## src/rtl/video_pkg.sv

```systemverilog
`default_nettype none
// ============================================================================
// Module      : video_pkg
// Description : Shared definitions for the video capture path: capture FSM
//               state encoding, luma coefficients and default window geometry.
// Revision    : 1.0 - initial release
// ============================================================================
package video_pkg;

    // Capture controller states
    typedef enum logic [1:0] {
        ST_IDLE    = 2'd0,
        ST_ARM     = 2'd1,
        ST_CAPTURE = 2'd2
    } cap_state_t;

    // Luma weights, scaled by 256 (77 + 150 + 29 = 256)
    localparam logic [7:0] c_luma_r = 8'd77;
    localparam logic [7:0] c_luma_g = 8'd150;
    localparam logic [7:0] c_luma_b = 8'd29;

    // Default capture window inside a 1280x720 active picture
    localparam logic [11:0] c_win_x_start = 12'd640;
    localparam logic [11:0] c_win_y_start = 12'd412;
    localparam logic [11:0] c_win_size    = 12'd256;

endpackage : video_pkg
`default_nettype wire

```

## src/rtl/rgb2gray.sv

```systemverilog
`default_nettype none
// ============================================================================
// Module      : rgb2gray
// Description : One-stage registered luma converter.
//               Y = (77*R + 150*G + 29*B) >> 8, 16-bit multiply-add, result
//               truncated to COLOR_DEPTH and replicated into R, G and B.
// Ports       : pix_clk - pixel clock
//               rstn    - asynchronous active-low reset
//               i_rgb   - RGB input, R in the MSBs
//               o_gray  - registered {Y, Y, Y}
// Revision    : 1.0 - initial release
// ============================================================================
module rgb2gray
    import video_pkg::*;
#(
    parameter int COLOR_DEPTH = 8
) (
    input  logic                       pix_clk,
    input  logic                       rstn,
    input  logic [3*COLOR_DEPTH-1:0]   i_rgb,
    output logic [3*COLOR_DEPTH-1:0]   o_gray
);

    logic [COLOR_DEPTH-1:0] w_r;
    logic [COLOR_DEPTH-1:0] w_g;
    logic [COLOR_DEPTH-1:0] w_b;
    logic [15:0]            w_sum;
    logic [15:0]            w_shift;
    logic [COLOR_DEPTH-1:0] w_y;
    logic [3*COLOR_DEPTH-1:0] r_gray;

    assign w_r = i_rgb[3*COLOR_DEPTH-1 -: COLOR_DEPTH];
    assign w_g = i_rgb[2*COLOR_DEPTH-1 -: COLOR_DEPTH];
    assign w_b = i_rgb[COLOR_DEPTH-1   -: COLOR_DEPTH];

    assign w_sum   = 16'(c_luma_r) * 16'(w_r)
                   + 16'(c_luma_g) * 16'(w_g)
                   + 16'(c_luma_b) * 16'(w_b);
    assign w_shift = w_sum >> 8;
    assign w_y     = w_shift[COLOR_DEPTH-1:0];

    always_ff @(posedge pix_clk or negedge rstn) begin
        if (!rstn) begin
            r_gray <= '0;
        end else begin
            r_gray <= {3{w_y}};
        end
    end

    assign o_gray = r_gray;

endmodule : rgb2gray
`default_nettype wire

```

## src/rtl/video_window_capture.sv

```systemverilog
`default_nettype none
// ============================================================================
// Module      : video_window_capture
// Description : Captures a WIN_WIDTH x WIN_HEIGHT window of one full video
//               frame into a single-port RAM, row-major, address 0 = top-left.
//               One frame per capture_req; aborts on an early vsync edge.
// Ports       : pix_clk, rstn (async, active-low)
//               vs_in/hs_in/de_in/pixel_in - video input (hs_in unused)
//               capture_req                - single-cycle capture request
//               ram_we/ram_addr/ram_wr_data - RAM write port (registered)
//               busy, frame_done, frame_err - handshake/status
// Options     : CAPTURE_GRAY_EN - write luma {Y,Y,Y} instead of RGB; adds one
//               pipeline stage to data, we, addr, frame_done and frame_err.
// Revision    : 1.0 - initial release
// ============================================================================
module video_window_capture
    import video_pkg::*;
#(
    parameter int                 COLOR_DEPTH = 8,
    parameter int                 X_BITS      = 12,
    parameter int                 Y_BITS      = 12,
    parameter logic [X_BITS-1:0]  WIN_X_START = c_win_x_start,
    parameter logic [Y_BITS-1:0]  WIN_Y_START = c_win_y_start,
    parameter logic [X_BITS-1:0]  WIN_WIDTH   = c_win_size,
    parameter logic [Y_BITS-1:0]  WIN_HEIGHT  = c_win_size,
    parameter int                 ADDR_BITS   = 16,
    parameter logic               VS_POL      = 1'b1
) (
    input  logic                       pix_clk,
    input  logic                       rstn,
    input  logic                       vs_in,
    input  logic                       hs_in,
    input  logic                       de_in,
    input  logic [3*COLOR_DEPTH-1:0]   pixel_in,
    input  logic                       capture_req,
    output logic                       ram_we,
    output logic [ADDR_BITS-1:0]       ram_addr,
    output logic [3*COLOR_DEPTH-1:0]   ram_wr_data,
    output logic                       busy,
    output logic                       frame_done,
    output logic                       frame_err
);

    localparam int unsigned          N_PIX     = 32'(WIN_WIDTH) * 32'(WIN_HEIGHT);
    localparam logic [ADDR_BITS-1:0] LAST_ADDR = ADDR_BITS'(N_PIX - 1);
    localparam logic [X_BITS:0]      X_LO      = {1'b0, WIN_X_START};
    localparam logic [X_BITS:0]      X_HI      = {1'b0, WIN_X_START} + {1'b0, WIN_WIDTH};
    localparam logic [Y_BITS:0]      Y_LO      = {1'b0, WIN_Y_START};
    localparam logic [Y_BITS:0]      Y_HI      = {1'b0, WIN_Y_START} + {1'b0, WIN_HEIGHT};

    // Horizontal sync carries no information needed for positioning
    logic w_unused_hs;
    assign w_unused_hs = hs_in;

    // ------------------------------------------------------------------
    // Position tracking
    // ------------------------------------------------------------------
    logic              r_vs_d;
    logic              r_de_d;
    logic [X_BITS-1:0] r_x_cnt;
    logic [Y_BITS-1:0] r_y_cnt;
    logic              w_vs_edge;
    logic              w_de_fall;
    logic              w_in_win;

    assign w_vs_edge = (vs_in == VS_POL) && (r_vs_d != VS_POL);
    assign w_de_fall = r_de_d && !de_in;
    assign w_in_win  = de_in
                    && ({1'b0, r_x_cnt} >= X_LO) && ({1'b0, r_x_cnt} < X_HI)
                    && ({1'b0, r_y_cnt} >= Y_LO) && ({1'b0, r_y_cnt} < Y_HI);

    // r_vs_d resets to the active level so a vsync already asserted when
    // reset is released is not mistaken for a fresh frame start.
    always_ff @(posedge pix_clk or negedge rstn) begin
        if (!rstn) begin
            r_vs_d  <= VS_POL;
            r_de_d  <= 1'b0;
            r_x_cnt <= '0;
            r_y_cnt <= '0;
        end else begin
            r_vs_d <= vs_in;
            r_de_d <= de_in;
            if (w_vs_edge) begin
                r_x_cnt <= '0;
                r_y_cnt <= '0;
            end else if (w_de_fall) begin
                r_x_cnt <= '0;
                r_y_cnt <= r_y_cnt + 1'b1;
            end else if (de_in) begin
                r_x_cnt <= r_x_cnt + 1'b1;
            end
        end
    end

    // ------------------------------------------------------------------
    // Capture controller
    // ------------------------------------------------------------------
    cap_state_t           r_state;
    cap_state_t           w_state_nxt;
    logic                 w_start;
    logic                 w_wr;
    logic                 w_done;
    logic                 w_err;
    logic [ADDR_BITS-1:0] r_waddr;

    always_ff @(posedge pix_clk or negedge rstn) begin
        if (!rstn) begin
            r_state <= ST_IDLE;
        end else begin
            r_state <= w_state_nxt;
        end
    end

    always_comb begin
        w_state_nxt = r_state;
        w_start     = 1'b0;
        w_wr        = 1'b0;
        w_done      = 1'b0;
        w_err       = 1'b0;
        case (r_state)
            ST_IDLE: begin
                // A vsync edge in the request cycle only arms; the
                // capture begins at the following frame start.
                if (capture_req) begin
                    w_state_nxt = ST_ARM;
                end
            end
            ST_ARM: begin
                if (w_vs_edge) begin
                    w_state_nxt = ST_CAPTURE;
                    w_start     = 1'b1;
                end
            end
            ST_CAPTURE: begin
                if (w_vs_edge) begin
                    // New frame before the window completed
                    w_err       = 1'b1;
                    w_state_nxt = ST_IDLE;
                end else if (w_in_win) begin
                    w_wr = 1'b1;
                    if (r_waddr == LAST_ADDR) begin
                        w_done      = 1'b1;
                        w_state_nxt = ST_IDLE;
                    end
                end
            end
            default: begin
                w_state_nxt = ST_IDLE;
            end
        endcase
    end

    assign busy = (r_state != ST_IDLE);

    // ------------------------------------------------------------------
    // Write port, first register stage
    // ------------------------------------------------------------------
    logic                       r_we;
    logic [ADDR_BITS-1:0]       r_addr;
    logic [3*COLOR_DEPTH-1:0]   r_data;
    logic                       r_done;
    logic                       r_err;

    always_ff @(posedge pix_clk or negedge rstn) begin
        if (!rstn) begin
            r_waddr <= '0;
            r_we    <= 1'b0;
            r_addr  <= '0;
            r_data  <= '0;
            r_done  <= 1'b0;
            r_err   <= 1'b0;
        end else begin
            if (w_start) begin
                r_waddr <= '0;
            end else if (w_wr) begin
                r_waddr <= r_waddr + 1'b1;
            end
            r_we   <= w_wr;
            r_done <= w_done;
            r_err  <= w_err;
            if (w_wr) begin
                r_addr <= r_waddr;
                r_data <= pixel_in;
            end
        end
    end

`ifdef CAPTURE_GRAY_EN
    // ------------------------------------------------------------------
    // Grayscale: luma stage on the data, matching delay on the controls
    // ------------------------------------------------------------------
    logic [3*COLOR_DEPTH-1:0]   w_gray;
    logic                       r2_we;
    logic [ADDR_BITS-1:0]       r2_addr;
    logic                       r2_done;
    logic                       r2_err;

    rgb2gray #(
        .COLOR_DEPTH (COLOR_DEPTH)
    ) u_rgb2gray (
        .pix_clk (pix_clk),
        .rstn    (rstn),
        .i_rgb   (r_data),
        .o_gray  (w_gray)
    );

    always_ff @(posedge pix_clk or negedge rstn) begin
        if (!rstn) begin
            r2_we   <= 1'b0;
            r2_addr <= '0;
            r2_done <= 1'b0;
            r2_err  <= 1'b0;
        end else begin
            r2_we   <= r_we;
            r2_addr <= r_addr;
            r2_done <= r_done;
            r2_err  <= r_err;
        end
    end

    assign ram_we      = r2_we;
    assign ram_addr    = r2_addr;
    assign ram_wr_data = w_gray;
    assign frame_done  = r2_done;
    assign frame_err   = r2_err;
`else
    assign ram_we      = r_we;
    assign ram_addr    = r_addr;
    assign ram_wr_data = r_data;
    assign frame_done  = r_done;
    assign frame_err   = r_err;
`endif

endmodule : video_window_capture
`default_nettype wire

```

## config.mk

```make
export PLATFORM = sky130hd
export DESIGN_NAME = video_window_capture
export DESIGN_NICKNAME = d
export VERILOG_FILES = /design/src/rtl/video_pkg.sv /design/src/rtl/rgb2gray.sv /design/src/rtl/video_window_capture.sv
export SDC_FILE = /design/constraint.sdc
export NUM_CORES = 1
export LEC_CHECK = 0
export CORE_AREA = 2 2 74 111
export DETAILED_ROUTE_END_ITERATION = 10
export DIE_AREA = 0 0 76 113
export HOLD_SLACK_MARGIN = 0.02
export PLACE_DENSITY = 0.78
export RECOVER_POWER = 100
export SETUP_SLACK_MARGIN = 0.4
export SLEW_MARGIN = 0
export SYNTH_ARGS = -nofsm -noshare
export SYNTH_HDL_FRONTEND = slang
export SYNTH_SLANG_ARGS = --single-unit
```

## constraint.sdc

```tcl
create_clock -name pix_clk -period 3.1 [get_ports pix_clk]
set_input_delay 0.31 -clock pix_clk [delete_from_list [all_inputs] [get_ports pix_clk]]
set_output_delay 0.31 -clock pix_clk [all_outputs]
set_load 0.01 [all_outputs]
```

# After elaboration in Yosys (flattened, before gate mapping)
# Cells that the tools add are included.
[op_classes] n_mux=23 n_bitwise=1 reduce_logical=13 addsub=3 eq_ne=7 order_cmp=4
[ops] operator="$mux 12" count=5
[ops] operator="$mux 16" count=2
[ops] operator="$add 12x1->12 const B" count=2
[ops] operator="$lt 12x10->1 const B" count=2
[ops] operator="$add 16x1->16 const B" count=1
[ops] operator="$eq 16x16->1 const B" count=1
[ops] operator="$ge 12x10->1 const B" count=1
[ops] operator="$ge 12x9->1 const B" count=1
[ops] operator="$mux 1" count=10
[ops] operator="$mux 2" count=5
[ops] operator="$logic_and 1x1->1" count=6
[ops] operator="$ne 3x3->1 const B" count=2
[ops] operator="$pmux 2 s3" count=1
[ops] operator="$reduce_bool 2->1" count=3
[ops] operator="$ne 2x2->1 const B" count=2
[ops] operator="$reduce_and 4->1" count=1
[ops] operator="$reduce_bool 3->1" count=1
[ops] operator="$eq 2x1->1 const B" count=1
[ops] operator="$eq 2x2->1 const B" count=1
[ops] operator="$logic_not 2->1" count=1
[ops] operator="$logic_not 1->1" count=1
[ops] operator="$not 1->1" count=1
[word_totals] input_bits=30 regBits=87 word_cells=62

# Logic depth before layout (Yosys ltp)
[logic_depth] word_depth=10 ltp_mapped=8 mapped_depth_nobuf=6

# Least setup slack after synthesis
# OpenSTA, ideal clock, no wires.
[synth_path] kind="register to register" from="reg r_waddr[0]" to="reg r_waddr[14]" path_buffers=2 t_arrival_ns=2.162 period_less_slack_ns=2.240 path_slack_ns=0.860 required_ns=3.022 path_stages_with_launch=9 cell_sequence="dfrtp_1 > ha_1 > inv_1 > or3_1 > buf_2 > or3_1 > buf_2 > or4_1 > a21oi_1"
[synth_between] elab_chain_len=3
[synth_lines] element="start, declared" line="video_window_capture.sv:104" text="logic [ADDR_BITS-1:0] r_waddr;"
[synth_lines] element="start signal, assigned" line="video_window_capture.sv:176" text="r_waddr <= r_waddr + 1'b1;"
[synth_lines] element="$add 16x1->16" line="video_window_capture.sv:176"
[synth_lines] element="$mux 16" line="video_window_capture.sv:175" text="end else if (w_wr) begin"
[synth_lines] element="$mux 16" line="video_window_capture.sv:173" text="if (w_start) begin"
# Every way passes these cells. The select of a mux whose other input is x is not followed.
# A chain may end at the register's enable or synchronous reset.

# Worst setup path in the final report
[layout_path] from="reg r_y_cnt[2]" to="reg r_waddr[2]"
[layout_between] elab_chain_len=7
[layout_lines] element="start, declared" line="video_window_capture.sv:61" text="logic [Y_BITS-1:0] r_y_cnt;"
[layout_lines] element="start signal, assigned" line="video_window_capture.sv:88" text="r_y_cnt <= r_y_cnt + 1'b1;"
[layout_lines] element="$ge 12x9->1" line="video_window_capture.sv:70" text="&& ({1'b0, r_y_cnt} >= Y_LO) && ({1'b0, r_y_cnt} < Y_HI);"
[layout_lines] element="$logic_and 1x1->1" line="video_window_capture.sv:70"
[layout_lines] element="$logic_and 1x1->1 *" line="video_window_capture.sv:70"
[layout_lines] element="$mux 1 *" line="video_window_capture.sv:139" text="end else if (w_in_win) begin"
[layout_lines] element="$mux 1 *" line="video_window_capture.sv:135" text="if (w_vs_edge) begin"
[layout_lines] element="$mux 1 *" line="video_window_capture.sv:120" text="case (r_state)"
[layout_lines] element="$reduce_bool 2->1 (no line) *"
# Every way passes the cells marked *; elsewhere a longest branch is shown, timed or not.

==> flow_summary.ini <==
[status]
status = finished, violations left
failed_checks = capacitance limit, slew limit

[floorplanning]
dieWidth_um = 76
fp-row-count = 39
die_y_um = 113
boundaryPins = 74
die_area_sq_um = 8588
initial_core_util = 0.5074
core_area_sq_um = 7564

[clock_network]
clk_path_buf_depth = 2
clk_latency_ns = 0.34
cts_buffers = 9
root_buffer = clkbuf_16
cts_hold_buf = 0
cts.sinks = 87
cts_tree = built
ctsResizeCount = 0
cts.clk_slew.worst_paths_ns = 0.06
h-tree-depth = 3
cts_setup_buffers = 0

[pwr]
vdd_ir_drop_max_v = 0.0003138
p_per_area_nw_per_um2 = 491.8
p_leak_nw = 2.487

[worst_setup_path]
r2r_slack_ns = 0.57
critPathMaxFanout = 18
cp-start-kind = flop
cp_data_required_time_ns = 3.36
crit_type = flop to flop
arrival_ns = 2.79
timing.critical_path.to_type = flop

[synthesis]
synth_warnings = 0
yosysUniqueCellTypes = 40
synthSimpleGateAreaFrac = 0.2599
synth_top_family_by_area = simple AND/OR/NAND/NOR gates
synthMuxAreaShare = 0.002608
avgSynthCellArea_sq_um = 9.360
synth_compound_area_frac = 0.07206
ys_seq_area_frac = 0.5677
synth_xor_area_frac = 0.05021
netlist_area_sq_um = 3837
ys_seq_elements = 87
synth_nets = 445
syn_inst = 410
synth_fa_ha_area_frac = 0.01630

[detailed_routing]
post_drt_wl_per_cell_um = 13.47
route.met3.wl_um = 251
drtIter0Drc = 295
first_pass_iters = 4
routed.top_layer = met4
drc = 0
drt_wl_total_um = 7945
num_vias = 3057
wl_met2_um = 4309
via_per_inst = 5.181
met1Wirelength_um = 3194
antenna_left = 0

[timing]
fmaxAchievable_mhz = 396.0
fin_crit_sh = 0.8146
finalSetupViolCount = 0
rsz0062_at_grt = false
period_needed_ns = 2.525
setup_tns_ns = 0
hold_viol_final = 0
slew_headroom = -0.1065
worst_pin_slew_ns = 1.660
slew_violations = 70
finalClockSkew_ns = 0.004537

[placement]
gp_congestion = 0.7853
io_buffers = 72
dp_hpwl_um = 5443

[flow_run]
drv_cap = 1

[worst_hold_path]
hold_path.class = input port to asynchronous set/reset pin

[global_routing]
grt_pass1_vias = 3071
grt_pass1_wl_um = 13850
grt.total_usage = 0.2021
overflow = 0
grt_max_degree = 70
antenna_found_initial = 0

[final_layout]
regArea_sq_um = 2178
nFillCells = 617
final_cell_mix = 128 x nand2_1, 86 x dfrtp_1, 46 x dlygate4sd3_1, 31 x nor2_1, 25 x clkdlybuf4s50_1
final_core_util = 0.6559
nets = 518
mostFrequentLayoutCell = nand2_1
antenna_cells = 0
multi_input_area_sq_um = 1539
drive_gt1_frac = 0.05943
syn2layout_area_growth_pct = 29.28
-- report_power, final --
part | switching [W] | leakage [nW] | internal (W)
Sequential | 0.0000255 | 1.20 | 0.00116
Combinational | 0.0000796 | 1.13 | 0.0000742
Clock | 0.000414 | 0.156 | 0.000687
Total | 0.000520 | 2.49 | 0.00192
-- synth_stat cells, drive strengths merged --
cell	instances	share of area
o211ai	2	0.0039
nor2	31	0.030
and4	6	0.014
mux2i	1	0.0026
inv	13	0.013
a311o	1	0.0026
nand4bb	1	0.0029
nand3	9	0.013
nand3b	1	0.0020
and2	1	0.0016
nor4	3	0.0065
a31oi	2	0.0033
nor3b	1	0.0020
or3	10	0.017
dfstp	1	0.0068
o2111ai	1	0.0023
a21oi	17	0.022
nand4	8	0.013
buf	3	0.0039
nor2b	2	0.0033
or4	5	0.011
nand2b	3	0.0049
xor2	15	0.034
nand2	128	0.13
o21ai	14	0.018
and3	4	0.0065
nor3	3	0.0039
a211oi	2	0.0052
o211a	1	0.0026
xnor2	7	0.016
ha	5	0.016
o31ai	6	0.012
or2	2	0.0033
dfrtp	86	0.56
clkbuf	15	0.015
-- path summary, 6_finish.rpt --
path                                  from         endpoint  depth (start not counted)
max                             r_y_cnt[2]       r_waddr[2]                          6
max reg2reg                     r_y_cnt[2]       r_waddr[2]                          6
min in group pix_clk       ram_wr_data[20]  ram_wr_data[20]                          2
max in group asynchronous             rstn           r_vs_d                          2
min reg2reg                ram_wr_data[20]  ram_wr_data[20]                          2
min                                   rstn       r_x_cnt[5]                          1
-- area by class of cell --
cell class,instances,share of cell area
Clock buffer,13,0.05448
Timing Repair Buffer,80,0.1526
Inverter,13,0.009836
Clock inverter,3,0.008071
Sequential cell,87,0.4391
Multi-Input combinational cell,292,0.3102
Tap cell,102,0.02573
-- critical path, cell delays in order, from the launching register on --
cell	delay, ns
dfrtp_1	0.41
a311o_1	0.40
a211oi_2	0.37
o211ai_1	0.21
clkbuf_1	0.39
or3_2	0.51
a21oi_1	0.15
-- cell families after synthesis --
logic type / count (synthesis)
and+or+nand+nor: 218
DFF: 87
AOI/OAI and AO/OA: 46
buffers and inverters: 31
xor gates and xnor gates: 22
adders and majority gates: 5
muxes: 1
-- state kept, by name, summed over array words and instances (netlist names) --
signal       count
r_x_cnt         12
frame_err        1
r_waddr         16
ram_addr        16
r_state          2
r_vs_d           1
ram_wr_data     24
ram_we           1
frame_done       1
r_y_cnt         12
r_de_d           1
-- through the flow --
step	cell area (sq um)	hold slack [ns]	total power [W]	cells	worst slack [ns]
4_1_cts	4982	0.1114	0.002469	590	0.6895
5_1_grt	4961	0.4832	0.002530	590	0.4129
3_3_place_gp	4672	0.4478	0.001364	574	0.5235
6_report	4961	0.3978	0.002440	590	0.5748
3_5_place_dp	4672	0.4542	0.001369	574	0.4753
2_1_floorplan	3837	0.01441	0.001270	410	0.8603
-- per-layer routing --
layer	vias up	GRT usage
li1	1511	-
met1	1476	0.2248
met2	53	0.3720
met3	17	0.03429
met4	0	0.1018
met5	-	0
(Power assumes the default switching activity.)
